File: src/rtl/nco_freq_meas.sv
`timescale 1ns/1ps
`default_nettype none
// ============================================================================
// Module : nco_freq_meas
// Times 2^CYCLES_LOG2 periods of a sampled tone and returns the equivalent
// 32-bit NCO phase increment, floor(2^(32+CYCLES_LOG2) / samples counted).
// Rev    : 1.0  initial release
// ============================================================================

module nco_freq_meas #(
    parameter int DATA_WIDTH  = 12,
    parameter int CYCLES_LOG2 = 4,
    parameter int HYST        = 64,
    parameter int CNT_WIDTH   = 24
) (
    input  logic                         clk,
    input  logic                         reset_n,
    input  logic                         enable,
    input  logic                         in_valid,
    input  logic signed [DATA_WIDTH-1:0] in_data,
    output logic                         meas_valid,
    output logic [31:0]                  meas_phase_inc,
    output logic [CNT_WIDTH-1:0]         meas_period,
    output logic                         timeout,
    output logic                         busy
);

    localparam int                            c_QW      = 33 + CYCLES_LOG2;
    localparam int                            c_IDX_W   = $clog2(c_QW);
    localparam logic [c_IDX_W-1:0]            c_IDX_TOP = c_IDX_W'(c_QW - 1);
    localparam logic [CYCLES_LOG2:0]          c_PER_TGT = (CYCLES_LOG2+1)'(1 << CYCLES_LOG2);
    localparam logic [CNT_WIDTH-1:0]          c_CNT_MAX = '1;
    localparam logic signed [DATA_WIDTH-1:0]  c_POS     = DATA_WIDTH'(HYST);
    localparam logic signed [DATA_WIDTH-1:0]  c_NEG     = DATA_WIDTH'(-HYST);

    typedef enum logic [1:0] {
        S_IDLE    = 2'd0,
        S_SYNC    = 2'd1,
        S_MEASURE = 2'd2,
        S_DIVIDE  = 2'd3
    } state_t;

    state_t                 r_state;
    state_t                 w_state_next;
    logic                   r_armed;
    logic [CNT_WIDTH-1:0]   r_cnt;
    logic [CYCLES_LOG2:0]   r_per;
    logic [CNT_WIDTH-1:0]   r_div;
    logic [CNT_WIDTH-1:0]   r_rem;
    logic [c_QW-2:0]        r_quo;
    logic [c_IDX_W-1:0]     r_idx;

    logic                   w_sample;
    logic                   w_rise;
    logic [CNT_WIDTH-1:0]   w_cnt_inc;
    logic [CYCLES_LOG2:0]   w_per_inc;
    logic                   w_start;
    logic                   w_meas_done;
    logic                   w_tmo;
    logic                   w_div_step;
    logic                   w_div_done;
    logic                   w_num_bit;
    logic [CNT_WIDTH:0]     w_rem_sh;
    logic                   w_ge;
    logic [CNT_WIDTH-1:0]   w_rem_next;
    logic [c_QW-1:0]        w_quo_next;
    logic                   w_sat;

    // The detector only listens while hunting for or timing crossings.
    assign w_sample  = enable && in_valid && (r_state == S_SYNC || r_state == S_MEASURE);
    assign w_rise    = w_sample && r_armed && (in_data >= c_POS);
    assign w_cnt_inc = r_cnt + 1'b1;
    assign w_per_inc = r_per + 1'b1;

    always_ff @(posedge clk or negedge reset_n) begin
        if (!reset_n) begin
            r_armed <= 1'b0;
        end else if (r_state == S_IDLE) begin
            r_armed <= 1'b0;
        end else if (w_sample) begin
            if (in_data <= c_NEG) begin
                r_armed <= 1'b1;
            end else if (in_data >= c_POS) begin
                r_armed <= 1'b0;
            end
        end
    end

    always_ff @(posedge clk or negedge reset_n) begin
        if (!reset_n) begin
            r_state <= S_IDLE;
        end else begin
            r_state <= w_state_next;
        end
    end

    always_comb begin
        w_state_next = r_state;
        w_start      = 1'b0;
        w_meas_done  = 1'b0;
        w_tmo        = 1'b0;
        w_div_step   = 1'b0;
        w_div_done   = 1'b0;
        if (!enable) begin
            w_state_next = S_IDLE;
        end else begin
            case (r_state)
                S_IDLE: begin
                    w_state_next = S_SYNC;
                end
                S_SYNC: begin
                    if (w_rise) begin
                        w_start      = 1'b1;
                        w_state_next = S_MEASURE;
                    end
                end
                S_MEASURE: begin
                    // A finished measurement wins over a simultaneous saturation.
                    if (w_sample) begin
                        if (w_rise && (w_per_inc == c_PER_TGT)) begin
                            w_meas_done  = 1'b1;
                            w_state_next = S_DIVIDE;
                        end else if (w_cnt_inc == c_CNT_MAX) begin
                            w_tmo        = 1'b1;
                            w_state_next = S_SYNC;
                        end
                    end
                end
                S_DIVIDE: begin
                    w_div_step = 1'b1;
                    if (r_idx == '0) begin
                        w_div_done   = 1'b1;
                        w_state_next = S_SYNC;
                    end
                end
                default: begin
                    w_state_next = S_IDLE;
                end
            endcase
        end
    end

    // Numerator is a single set bit, so it only feeds a 1 on the first step.
    assign w_num_bit  = (r_idx == c_IDX_TOP);
    assign w_rem_sh   = {r_rem, w_num_bit};
    assign w_ge       = (w_rem_sh >= {1'b0, r_div});
    assign w_rem_next = w_ge ? CNT_WIDTH'(w_rem_sh - {1'b0, r_div}) : w_rem_sh[CNT_WIDTH-1:0];
    assign w_quo_next = {r_quo, w_ge};
    assign w_sat      = |w_quo_next[c_QW-1:32];

    always_ff @(posedge clk or negedge reset_n) begin
        if (!reset_n) begin
            r_cnt <= '0;
            r_per <= '0;
            r_div <= '0;
            r_rem <= '0;
            r_quo <= '0;
            r_idx <= '0;
        end else begin
            if (w_start) begin
                r_cnt <= '0;
                r_per <= '0;
            end else if (r_state == S_MEASURE && w_sample) begin
                r_cnt <= w_cnt_inc;
                if (w_rise) begin
                    r_per <= w_per_inc;
                end
            end
            if (w_meas_done) begin
                r_div <= w_cnt_inc;
                r_rem <= '0;
                r_quo <= '0;
                r_idx <= c_IDX_TOP;
            end else if (w_div_step) begin
                r_rem <= w_rem_next;
                r_quo <= w_quo_next[c_QW-2:0];
                r_idx <= r_idx - 1'b1;
            end
        end
    end

    always_ff @(posedge clk or negedge reset_n) begin
        if (!reset_n) begin
            meas_valid     <= 1'b0;
            meas_phase_inc <= '0;
            meas_period    <= '0;
            timeout        <= 1'b0;
            busy           <= 1'b0;
        end else begin
            meas_valid <= w_div_done;
            timeout    <= w_tmo;
            busy       <= (w_state_next != S_IDLE);
            if (w_div_done) begin
                meas_phase_inc <= w_sat ? 32'hFFFF_FFFF : w_quo_next[31:0];
                meas_period    <= r_div;
            end
        end
    end

endmodule

`default_nettype wire

File: config.mk
export PLATFORM = sky130hd
export DESIGN_NAME = nco_freq_meas
export DESIGN_NICKNAME = d
export VERILOG_FILES = /design/src/rtl/nco_freq_meas.sv
export SDC_FILE = /design/constraint.sdc
export NUM_CORES = 1
export LEC_CHECK = 0
export ABC_AREA = 0
export ABC_CLOCK_PERIOD_IN_PS = 4800
export BUFFER_PORTS_ARGS = -buffer_cell sky130_fd_sc_hd__buf_2
export CORE_ASPECT_RATIO = 1.4
export CORE_MARGIN = 2
export CORE_UTILIZATION = 50
export DETAILED_ROUTE_END_ITERATION = 8
export PLACE_DENSITY = 0.68
export SLEW_MARGIN = 20
export SYNTH_ARGS = -nofsm -noshare
export SYNTH_HDL_FRONTEND = slang
export SYNTH_SLANG_ARGS = --single-unit
File: constraint.sdc
create_clock -name clk -period 4.8 [get_ports clk]
set_clock_uncertainty 0.15 [all_clocks]
set_input_delay 0.72 -clock clk [delete_from_list [all_inputs] [get_ports clk]]
set_output_delay 0.72 -clock clk [all_outputs]
set_load 0.005 [all_outputs]
Word level (Yosys, flattened, before mapping)
Index checks and enable logic that the tools add are counted.
- register bits after elaboration: 181
- output and inout port bits: 59
- logic and storage cells: 85
- add/subtract/negate cells: 4
- order comparisons: 3
- equality and inequality tests: 6
- multiplexer cells: 41
- reductions and logical operators: 18
- operators with widths (kind ; count):
    24-bit two-way mux ; 5
    36-bit two-way mux ; 2
    32-bit two-way mux ; 1
    25-bit by 24-bit greater-or-equal comparator with 1-bit output ; 1
    24-bit by 1-bit adder with 24-bit output (second input constant) ; 1
    24-bit equality test (second input constant) ; 1
    24-bit subtractor ; 1
    1-bit two-way mux ; 21
    5-bit two-way mux ; 3
    12-bit by 8-bit greater-or-equal comparator with 1-bit output (second input constant) ; 1
    12-bit by 7-bit <= comparator with 1-bit output (second input constant) ; 1
    2-bit two-way mux ; 6
    6-bit two-way mux ; 2
    2-bit nonzero test ; 5
    2-bit case mux with 4 select lines ; 1
    6-bit equality test (second input constant) ; 1
    1-bit logical AND ; 6
    6-bit logical NOT ; 1
    6-bit by 1-bit subtractor with 6-bit output (second input constant) ; 1
    5-bit by 1-bit adder with 5-bit output (second input constant) ; 1
    5-bit equality test (second input constant) ; 1
    5-bit OR reduction ; 1
    2-bit equality test (second input constant) ; 2
    2-bit AND reduction ; 2
    other kinds (4) ; 4

Logic depth before layout (Yosys ltp)
Gate-level depths: netlist (run 1).
- depth in word-level cells: 11
- mapped depth: 16

Least setup slack after synthesis (run 1)
OpenSTA, ideal clock, no wires.
- kind: register to register
- start point: register r_idx[0]
- end point: register r_rem[20]
- library setup time: 0.094 ns
- data arrival time: 2.893 ns
- data required time: 4.556 ns
- path slack: 1.664 ns
- cell stages (with the launch flop): 17
- path through: dfrtp_1 inv_1 ha_1 nand2b_1 nor2_1 nand3_1 ha_1 fa_1 nor2b_1 o31a_1 o21ai_1 a21oi_1 o311ai_1 a21oi_1 mux2i_1 o31ai_1 a211oi_1
- cells in the longest elaborated chain, start to end: 5
- RTL lines (what ; line ; text):
    start, declared ; 51 ; logic [c_IDX_W-1:0] r_idx;
    start signal, assigned ; 173 ; r_idx <= c_IDX_TOP;
    start signal, assigned ; 177 ; r_idx <= r_idx - 1'b1;
    6-bit equality test (*) ; 144 ; assign w_num_bit = (r_idx == c_IDX_TOP);
    24-bit subtractor or 25-bit by 24-bit greater-or-equal comparator with 1-bit output (tied branches) ; 147, 146 ;
    24-bit two-way mux (*) ; 147 ; assign w_rem_next = w_ge ? CNT_WIDTH'(w_rem_sh - {1'b0, r_div}) : w_rem_sh[CNT_WIDTH-1:0];
    24-bit two-way mux (*) ; 174 ; end else if (w_div_step) begin
    24-bit two-way mux (*) ; 169 ; if (w_meas_done) begin
    end signal, assigned ; 175 ; r_rem <= w_rem_next;
    end, declared ; 49 ; logic [CNT_WIDTH-1:0] r_rem;
Every way passes the cells marked *; elsewhere a longest branch is shown, timed or not. The select of a mux whose other input is x is not followed.
A chain may end at the register's enable or synchronous reset.

Final worst setup path (run 1)
Same ends and word-level chain as after synthesis.

==> results.json, run 1 <==
{
  "place_congestion": 0.8695,
  "hp-class": "in2async",
  "antenna_found_initial": 0,
  "synth.most_common_cell": "dfrtp_1",
  "hpwl_um": 14530,
  "die_h_um": 166.2,
  "area_delta_synth_final_pct": 12.30,
  "cts_made_buffers": 17,
  "slowest_delay_ns": 0.40,
  "core_area_sq_mm": 0.01853,
  "cts.reportedPaths.clkPinSlew_ns": 0.08,
  "worstMarginPinSlew_ns": 0.8759,
  "path_class": "reg2reg",
  "gr-total-overflow": 0,
  "syn_inst": 1001,
  "drive_gt1_share_pct": 15.25,
  "first_global_vias": 7388,
  "drt_first_pass_iters": 5,
  "crit_required_ns": 4.99,
  "port-buffer-count": 74,
  "viasPerCell": 5.621,
  "outcome": "finished clean",
  "synth_area_leaders": "dfrtp_1 48%, nand2_1 6.0%, a21oi_1 4.9%",
  "fin_nets": 1107,
  "p_leak_nw": 5.001,
  "critPathSlowestCell": "dfrtp_1",
  "insertion_delay_ns": 0.44,
  "numClockSinks": 181,
  "hold_viol": 0,
  "drc": 0,
  "drt_iter0_markers": 375,
  "n_fill_cell": 1630,
  "fin_crit_ns": 3.558,
  "ant_nets": 0,
  "final_core_util_pct": 56.92,
  "synthArstFlopShare_pct": 100.0,
  "rsz0062_at_grt": "no",
  "synth-edff-count": 0,
  "cp_cell_sequence": "inv_1 > ha_1 > nand2b_1 > nor2_1 > nand3_1 > ha_1 > fa_1 > nor2b_1 > o31a_1 > o21ai_1 > a21oi_1 > o311ai_1 > a21oi_1 > mux2i_1 > o31ai_1 > a211oi_1",
  "cp.arrival_ns": 3.75,
  "wire_per_inst_um": 15.88,
  "drv_slew": 0,
  "max-cap-violations": 0,
  "synth_ff_type": "dfrtp_1",
  "ys_types": 70,
  "critPathLaunchType": "flop",
  "synth_common_cells": "181 x dfrtp_1, 150 x nand2_1, 92 x a21oi_1",
  "crit_path_max_fanout": 4,
  "start_util_pct": 50.69,
  "cts-hold-fix-buffers": 0,
  "dieArea_sq_mm": 0.01991,
  "grt_max_degree": 89,
  "n_antenna_cell": 0,
  "fin_crit_sh_pct": 74.13,
  "cts_tree": "done",
  "fmax_mhz": 281.0,
  "ctsHtreeMaxLevel": 4,
  "yosysSeqAreaShare_pct": 48.22,
  "grt_pass1_wl_um": 35610,
  "vias": 7381,
  "routed_wl_um": 20850,
  "rows": 59,
  "slew_headroom_pct": 41.61,
  "track_usage_pct": 21.94,
  "ctsResizeCount": 0,
  "io_pins": 75,
  "yosysWarnings": 0,
  "cts_root_buf": "clkbuf_16",
  "powerDensity_mw_per_mm2": 276.0,
  "post-cts-setup-buffers": 0,
  "vdd_drop_max_mv": 0.1896,
  "cts_buffer_depth": 2,
  "setup_tns_ns": 0,
  "setup_violations": 0,
  "synth_area_sq_mm": 0.009393,
  "syn_avg_cell_area_sq_um": 9.383,
  "die_x_um": 119.8,
  "ys_seq_elements": 181,
  "synth_nets": 1052,
  "worst_setup_path_end_kind": "flop",
  "synth_top_cell_area_share_pct": 48.22,
  "synth_top_area_cell": "dfrtp_1"
}
flip-flops by register name, indices dropped and copies added, names as in the netlist, 2 cells and up:
register	count
r_idx	6
r_div	24
meas_phase_inc	32
r_cnt	24
meas_period	24
r_per	5
r_state	2
r_quo	36
r_rem	24
cell type report:
type                            count  area [sq um]  share of cell area (%)
Clock inverter                     14         137.6                   1.305
Tap cell                          244         305.3                   2.894
Clock buffer                       18         429.2                   4.069
Inverter                           37         138.9                   1.317
Multi-Input combinational cell    731          4526                   42.91
Sequential cell                   181          4529                   42.94
Timing Repair Buffer               88         481.7                   4.567
logic make-up (layout without fill, tap and decap cells):
family,after synthesis,count (layout),synth area share (%)
buffers and inverters,89,157,3.716
XOR/XNOR,39,39,3.637
AND/OR/NAND/NOR,339,339,17.06
AO/OA/AOI/OAI,284,284,18.62
multiplexers,34,34,3.996
flip-flops,181,181,48.22
adder cells (fa/ha/maj),35,35,4.742
final timing paths:
kind / end / cells past startpoint / slack, ns / start
setup / recovery: r_rem[20]$_DFFE_PN0P_ / 16 / 1.24 / r_idx[0]$_DFFE_PN0P_
hold / removal: r_quo[15]$_DFFE_PN0P_ / 1 / 0.21 / reset_n
setup reg to reg: r_rem[20]$_DFFE_PN0P_ / 16 / 1.24 / r_idx[0]$_DFFE_PN0P_
hold reg to reg: meas_period[14]$_DFFE_PN0P_ / 1 / 0.35 / meas_period[14]$_DFFE_PN0P_
max in group asynchronous: r_cnt[22]$_DFFE_PN0P_ / 2 / 3.25 / reset_n
min in group clk: meas_period[14]$_DFFE_PN0P_ / 1 / 0.35 / meas_period[14]$_DFFE_PN0P_
power by group:
| part | switching [mW] | internal (mW) | leakage (nW) |
|---|---|---|---|
| logic | 0.0393 | 0.0120 | 2.20 |
| clock network | 0.645 | 0.688 | 0.280 |
| registers | 0.00137 | 1.53 | 2.52 |
per-layer routing:
metal  part of all wire, %  global-route usage, %  vias up
met5                     0                      0        -
met4                   1.9                  7.366        0
met3                   3.2                  3.468       34
met2                    52                  38.83      140
met1                    43                  27.14     3564
li1                      -                      -     3643
layout by cell type (no fill, tap or decap), drive strengths merged, types with 4 or more instances in the layout:
cell | synthesis | routed
buf | 8 | 88
nand4 | 6 | 6
a211oi | 6 | 6
mux2i | 9 | 9
nand3 | 25 | 25
xnor2 | 23 | 23
inv | 37 | 43
nand2b | 9 | 9
o31ai | 9 | 9
mux2 | 25 | 25
nor4 | 5 | 5
and3 | 19 | 19
or2 | 5 | 5
ha | 34 | 34
nand2 | 150 | 150
xor2 | 16 | 16
nor3 | 24 | 24
and2 | 5 | 5
dfrtp | 181 | 181
a31oi | 4 | 4
nor2b | 6 | 6
o22a | 31 | 31
a21oi | 94 | 94
o21a | 8 | 8
a21o | 6 | 6
o21ai | 93 | 93
o31a | 5 | 5
clkbuf | 44 | 18
nor2 | 67 | 67
or3 | 5 | 5
clkinv | 0 | 8
metrics by stage:
step / worst slack [ns] / total power [mW] / area [sq um] / hold WS [ns] / instances
global placement: 1.358 / 1.610 / 9981 / 0.3348 / 1281
detailed placement: 1.261 / 1.611 / 9981 / 0.3397 / 1281
finish: 1.242 / 2.911 / 10550 / 0.2087 / 1313
floorplan: 1.664 / 1.567 / 9393 / 0.2744 / 1001
global route: 0.8804 / 3.020 / 10550 / 0.2683 / 1313
CTS: 1.239 / 2.948 / 10550 / 0.2340 / 1313
critical path: cells and delay by family (launching register included):
family	cells	cell delay (ns)
compound gates	7	1.38
flops	1	0.40
mux	1	0.21
buf+inv	1	0.06
simple gates	4	0.48
fa+ha+maj	3	0.78
No activity file was read; power rests on OpenSTA's default activity.
==> inputs of run 2 (changes only) <==
- ABC_AREA: 0 -> 1
- ABC_CLOCK_PERIOD_IN_PS: 4800 -> 3350
- clock period: 4.8 -> 3.35 ns (I/O delays scaled with it)
==> run 2 against run 1 <==
Effect of this change:
- global-route usage up 2.2 points
- wire length grew 9.8%
- highest routed layer unchanged
- clock-buffer cell count down 1
- critical path depth rose by 1
- design area rose by 2.3%
- via count is 8.2% higher
- synthesized cell count increased by 18%
- clock power grew 57%
- fmax up 18%
- critical path type unchanged
- largest cell class unchanged
- final cell count grew 16%
- first-iteration DRC count grew 25%
==> results.json, run 2 <==
{
  "outcome": "finished clean",
  "crit_required_ns": 3.53,
  "synth_area_sq_mm": 0.009477,
  "place_congestion": 0.9258,
  "path_class": "reg2reg",
  "critPathLaunchType": "flop",
  "synth.most_common_cell": "nand2_1",
  "cp_cell_sequence": "inv_1 > ha_1 > inv_1 > nor4_2 > inv_1 > ha_1 > fa_1 > o21ai_2 > a21oi_1 > o21ai_0 > buf_4 > nand2_1 > nand2_1 > xnor2_1 > nand2_1 > nand3_1 > nand2_1",
  "post-cts-setup-buffers": 0,
  "first_global_vias": 7941,
  "r2r_start": "r_idx[0]$_DFFE_PN0P_",
  "synth_top_cell_area_share_pct": 47.80,
  "design_area_sq_mm": 0.01079,
  "reg2regPathDepth": 17,
  "critPathSlowestCell": "fa_1",
  "rows": 59,
  "setup_tns_ns": 0,
  "n_antenna_cell": 0,
  "p_sw_mw": 1.244,
  "vias": 7989,
  "setup_violations": 0,
  "routed_wl_um": 22890,
  "final_cell_mix": "261 x nand2_1, 181 x dfrtp_1, 155 x inv_1",
  "synth_nets": 1235,
  "viasPerCell": 5.256,
  "ys_types": 42,
  "seq_area_sq_mm": 0.004529,
  "synthArstFlopShare_pct": 100.0,
  "drt_first_pass_iters": 5,
  "antenna_found_initial": 0,
  "max-cap-violations": 0,
  "cts_made_buffers": 17,
  "hold_depth": 3,
  "drc": 0,
  "drv_slew": 0,
  "synth_ff_type": "dfrtp_1",
  "final_common_cell": "nand2_1",
  "cp_num_buf_inv": 4,
  "io_pins": 75,
  "fin_nets": 1314,
  "syn_avg_cell_area_sq_um": 8.004,
  "ctsHtreeMaxLevel": 4,
  "clkPwrFrac_pct": 45.9,
  "n_fill_cell": 1726,
  "cts_buffer_depth": 2,
  "worstSetupPathDepth": 17,
  "worst_setup_path_end_kind": "flop",
  "hp-class": "in2reg",
  "crit_top_cell": "nand2_1",
  "grt_max_degree": 90,
  "drive_gt1_share_pct": 13.32,
  "synth_common_cells": "262 x nand2_1, 181 x dfrtp_1, 155 x inv_1",
  "ant_nets": 0,
  "port-buffer-count": 74,
  "fmax_mhz": 330.5,
  "synth_area_leaders": "dfrtp_1 48%, nand2_1 10%, inv_1 6.1%",
  "crit_path_max_fanout": 3,
  "cp_top_family": "adder cells",
  "fin_cells": 1520,
  "slew_headroom_pct": 50.38,
  "top_register": "r_quo",
  "die_x_um": 120.4,
  "insertion_delay_ns": 0.44,
  "synth-edff-count": 0,
  "sw_frac_of_total_pct": 27.27,
  "dp_cells": 1487,
  "powerDensity_mw_per_mm2": 422.6,
  "wire_per_inst_um": 15.06,
  "fin_crit_ns": 3.026,
  "grt_pass1_wl_um": 38710,
  "cts.reportedPaths.clkPinSlew_ns": 0.08,
  "p_leak_nw": 5.938,
  "yosysSeqAreaShare_pct": 47.80,
  "pwr-share-comb_pct": 5.4,
  "largest_reg_flops": 36,
  "fin_crit_sh_pct": 90.32,
  "drt_iter0_markers": 467,
  "hold_viol": 0,
  "die_h_um": 166.9,
  "synth_top_area_cell": "dfrtp_1",
  "numClockSinks": 181,
  "rsz0062_at_grt": "no",
  "hpwl_um": 16810,
  "core_area_sq_mm": 0.01860,
  "cp.arrival_ns": 3.21,
  "reg_top3": "r_quo x36, meas_phase_inc x32",
  "dieArea_sq_mm": 0.02009,
  "power_mw": 4.561,
  "slowest_delay_ns": 0.42,
  "gr-total-overflow": 0,
  "internal_power_mw": 3.317,
  "yosysWarnings": 0,
  "area_delta_synth_final_pct": 13.89,
  "crit_start": "r_idx[0]$_DFFE_PN0P_",
  "vdd_drop_max_mv": 0.2693,
  "track_usage_pct": 24.12,
  "cts_tree": "done",
  "cts_root_buf": "clkbuf_16",
  "dpl_cell_area_sq_mm": 0.01015,
  "multi_input_area_sq_mm": 0.004184,
  "worstMarginPinSlew_ns": 0.7442,
  "start_util_pct": 50.94,
  "hp-start": "in_data[11]",
  "pwr-share-seq_pct": 48.7,
  "final_core_util_pct": 58.02,
  "ys_seq_elements": 181,
  "syn_inst": 1184
}
[run 2: path summary, 6_finish.rpt]
| path | slack (ns) | endpoint |
|---|---|---|
| hold / removal | 0.18 | r_armed$_DFFE_PN0P_ |
| min in group asynchronous | 0.51 | meas_phase_inc[29]$_DFFE_PN0P_ |
| hold reg to reg | 0.34 | r_div[2]$_DFFE_PN0P_ |
| setup reg to reg | 0.32 | r_rem[18]$_DFFE_PN0P_ |
| setup / recovery | 0.32 | r_rem[18]$_DFFE_PN0P_ |
| max in group asynchronous | 1.69 | meas_phase_inc[0]$_DFFE_PN0P_ |
[run 2: power by group through the flow]
stage	clock network [mW]	registers, mW	logic, mW
after detailed placement	0	2.26	0.247
final	2.09	2.22	0.247
after global placement	0	2.26	0.243
after global routing	2.24	2.22	0.283
after floorplan	0	2.26	0.142
after CTS	2.14	2.22	0.250
[run 2: routing by layer]
layer / GRT usage, % / part of all wire, % / vias up
li1: - / - / 4011
met1: 29.68 / 42 / 3805
met2: 42.44 / 52 / 134
met3: 4.486 / 3.6 / 39
met4: 7.937 / 2.3 / 0
met5: 0 / 0 / -
[run 2: cell type report]
cell class / count / area share, %
Clock buffer: 17 / 3.942
Clock inverter: 15 / 1.866
Tap cell: 244 / 2.829
Inverter: 160 / 5.565
Timing Repair Buffer: 96 / 5.066
Multi-Input combinational cell: 807 / 38.77
Sequential cell: 181 / 41.97
[run 2: through the flow]
step | worst slack [ns] | hold WS (ns)
final | 0.3244 | 0.1838
after floorplan | 0.4778 | 0.05691
after global routing | 0.04005 | 0.1734
after CTS | 0.2421 | 0.1707
after global placement | 0.3207 | 0.3145
after detailed placement | 0.2571 | 0.3205
[run 2: cells by family (layout without fill, tap and decap cells)]
kind of cell               count (synthesis)  after routing  synth area share [%]
DFF                                      181            181                 47.80
and+or+nand+nor                          498            498                 22.43
buffers and inverters                    196            288                 8.173
adders and majority gates                 35             35                 4.700
xor gates and xnor gates                  25             25                 2.311
AOI/OAI and AO/OA                        249            249                 14.59
[run 2: timing repair]
action	4_1_cts	5_1_grt
endpoints found under the hold margin	4	0
hold buffers	1	0
resized for setup	0	1
endpoints found under the setup margin	0	1
[run 2: worst register-to-register path, delay by kind of cell, from the launching register on]
kind	cells	cell delay (ns)
xor+xnor	1	0.11
flops	1	0.39
compound gates	3	0.56
fa+ha+maj	3	0.78
simple gates	6	0.55
buf+inv	4	0.37
==> inputs of run 3 (changes only) <==
- CORE_ASPECT_RATIO: 1.4 -> 0.9
==> run 3 against run 2 <==
Effect of this change:
- final cell count is 0.20% lower
- non-clock buffer count down 4
- core utilization up 0.32 points
- first-iteration DRC count up 33%
- power decreased by 2.7%
- register-to-register slack got worse by 0.05 ns
- sequential power is essentially flat
- sequential cell count stayed put
- critical path depth is the same
- design area decreased by 0.20%
- via count down 0.10%
- die area about the same
==> results.json, run 3 (synthesis gave the netlist of run 2 again) <==
{
  "r2r_start": "r_idx[0]$_DFFE_PN0P_",
  "ant_nets": 0,
  "dp_cells": 1484,
  "hold_viol": 0,
  "drt_first_pass_iters": 5,
  "reg2regPathDepth": 17,
  "grt_pass1_wl_um": 38380,
  "reg_top3": "r_quo x36, meas_phase_inc x32",
  "sw_frac_of_total_pct": 26.06,
  "vdd_drop_max_mv": 0.3241,
  "gr-total-overflow": 0,
  "powerDensity_mw_per_mm2": 412.0,
  "die_h_um": 134.6,
  "outcome": "finished clean",
  "fin_crit_ns": 3.072,
  "path_class": "reg2reg",
  "clkPwrFrac_pct": 44.5,
  "final_cell_mix": "261 x nand2_1, 181 x dfrtp_1, 155 x inv_1",
  "reg2reg_setup_slack_ns": 0.28,
  "port-buffer-count": 74,
  "antenna_found_initial": 0,
  "hp-start": "in_data[11]",
  "worst_setup_path_end_kind": "flop",
  "holdPathEnd": "r_armed$_DFFE_PN0P_",
  "crit_required_ns": 3.53,
  "drive_gt1_share_pct": 12.97,
  "post-cts-setup-buffers": 0,
  "p_leak_nw": 5.923,
  "n_fill_cell": 1689,
  "worstMarginPinSlew_ns": 0.6553,
  "final_common_cell": "nand2_1",
  "fin_crit_sh_pct": 91.69,
  "track_usage_pct": 23.89,
  "die_x_um": 149.1,
  "grt_max_degree": 80,
  "io_pins": 75,
  "hp-class": "in2reg",
  "hpwl_um": 16350,
  "r2r-end": "r_rem[18]$_DFFE_PN0P_",
  "p_sw_mw": 1.156,
  "cts_buffer_depth": 2,
  "core_area_sq_mm": 0.01847,
  "pwr-share-comb_pct": 5.5,
  "cp.arrival_ns": 3.25,
  "vias": 7981,
  "critPathLaunchType": "flop",
  "crit_path_max_fanout": 3,
  "pwr-share-seq_pct": 50.0,
  "fin_cells": 1517,
  "place_congestion": 0.9332,
  "cts_root_buf": "clkbuf_16",
  "dieArea_sq_mm": 0.02007,
  "largest_reg_flops": 36,
  "fin_nets": 1310,
  "final_core_util_pct": 58.33,
  "cts_made_buffers": 17,
  "n_antenna_cell": 0,
  "cts.reportedPaths.clkPinSlew_ns": 0.08,
  "wire_per_inst_um": 14.90,
  "drt_iter0_markers": 621,
  "first_global_vias": 7673,
  "numClockSinks": 181,
  "ctsHtreeMaxLevel": 4,
  "drv_slew": 0,
  "fmax_mhz": 325.6,
  "power_mw": 4.438,
  "top_register": "r_quo",
  "cts_tree": "done",
  "hold_depth": 3,
  "insertion_delay_ns": 0.43,
  "routed_wl_um": 22600,
  "slew_headroom_pct": 56.31,
  "drc": 0,
  "max-cap-violations": 0,
  "start_util_pct": 51.32,
  "area_delta_synth_final_pct": 13.67,
  "rows": 47,
  "internal_power_mw": 3.281,
  "setup_tns_ns": 0,
  "viasPerCell": 5.261,
  "setup_violations": 0
}
## run 3: cell count changes in the layout (fill, tap and decap cells not counted), sizes merged
cell / before / now
clkinv: 5 / 6
buf: 94 / 90
inv: 170 / 168
clkbuf: 18 / 19
## run 3: worst max-delay path, cell delays in order, from the launching register on
cell and delay, ns:
dfrtp_1 0.40, inv_1 0.08, ha_1 0.14, inv_1 0.06
nor4_2 0.30, inv_1 0.08, ha_1 0.22, fa_1 0.42
o21ai_2 0.23, a21oi_1 0.12, o21ai_0 0.23, buf_4 0.17
nand2_1 0.04, nand2_1 0.06, xnor2_1 0.11, nand2_1 0.06
nand3_1 0.06, nand2_1 0.05
## run 3: worst max-delay path by stage
stage	slack [ns]	depth (start not counted)	from	to
floorplan	0.48	16	r_idx[0]$_DFFE_PN0P_	r_rem[18]$_DFFE_PN0P_
global placement	0.27	17	r_idx[0]$_DFFE_PN0P_	r_rem[18]$_DFFE_PN0P_
detailed placement	0.25	17	r_idx[0]$_DFFE_PN0P_	r_rem[18]$_DFFE_PN0P_
CTS	0.24	17	r_idx[0]$_DFFE_PN0P_	r_rem[18]$_DFFE_PN0P_
global route	-0.008	17	r_idx[0]$_DFFE_PN0P_	r_rem[18]$_DFFE_PN0P_
finish	0.28	17	r_idx[0]$_DFFE_PN0P_	r_rem[18]$_DFFE_PN0P_
## run 3: per-stage QoR
| stage | cell area [sq um] | setup slack (ns) | hold slack [ns] |
|---|---|---|---|
| after floorplan | 9477 | 0.4778 | 0.05691 |
| after global placement | 10170 | 0.2735 | 0.3042 |
| after detailed placement | 10170 | 0.2532 | 0.3191 |
| after CTS | 10770 | 0.2406 | 0.1946 |
| after global routing | 10770 | -0.007786 | 0.2058 |
| final | 10770 | 0.2783 | 0.2081 |
## run 3: final cells by class
class                           instances  area, sq um  area share, %
Multi-Input combinational cell        807         4184          38.84
Sequential cell                       181         4529          42.05
Clock inverter                         14        155.1          1.440
Inverter                              160        600.6          5.576
Clock buffer                           18        429.2          3.984
Tap cell                              245        306.5          2.846
Timing Repair Buffer                   92        566.8          5.262
## run 3: what timing repair did
action | CTS | global route
resized for setup | 0 | 1
hold endpoints to repair | 77 | 0
hold buffers | 1 | 0
endpoints found under the setup margin | 0 | 6
## run 3: power by group through the flow
| stage | clock, mW | sequential (mW) | combinational, mW |
|---|---|---|---|
| after floorplan | 0 | 2.26 | 0.142 |
| after global placement | 0 | 2.26 | 0.240 |
| after detailed placement | 0 | 2.26 | 0.243 |
| after CTS | 2.02 | 2.22 | 0.245 |
| after global routing | 2.12 | 2.22 | 0.281 |
| final | 1.98 | 2.22 | 0.242 |
## run 3: layer usage
metal / part of all wire (%) / up-vias / global-route usage (%)
li1: - / 4018 / -
met1: 48 / 3776 / 35.25
met2: 46 / 168 / 37.10
met3: 4.3 / 19 / 3.953
met4: 1.1 / 0 / 5.767
met5: 0 / - / 0
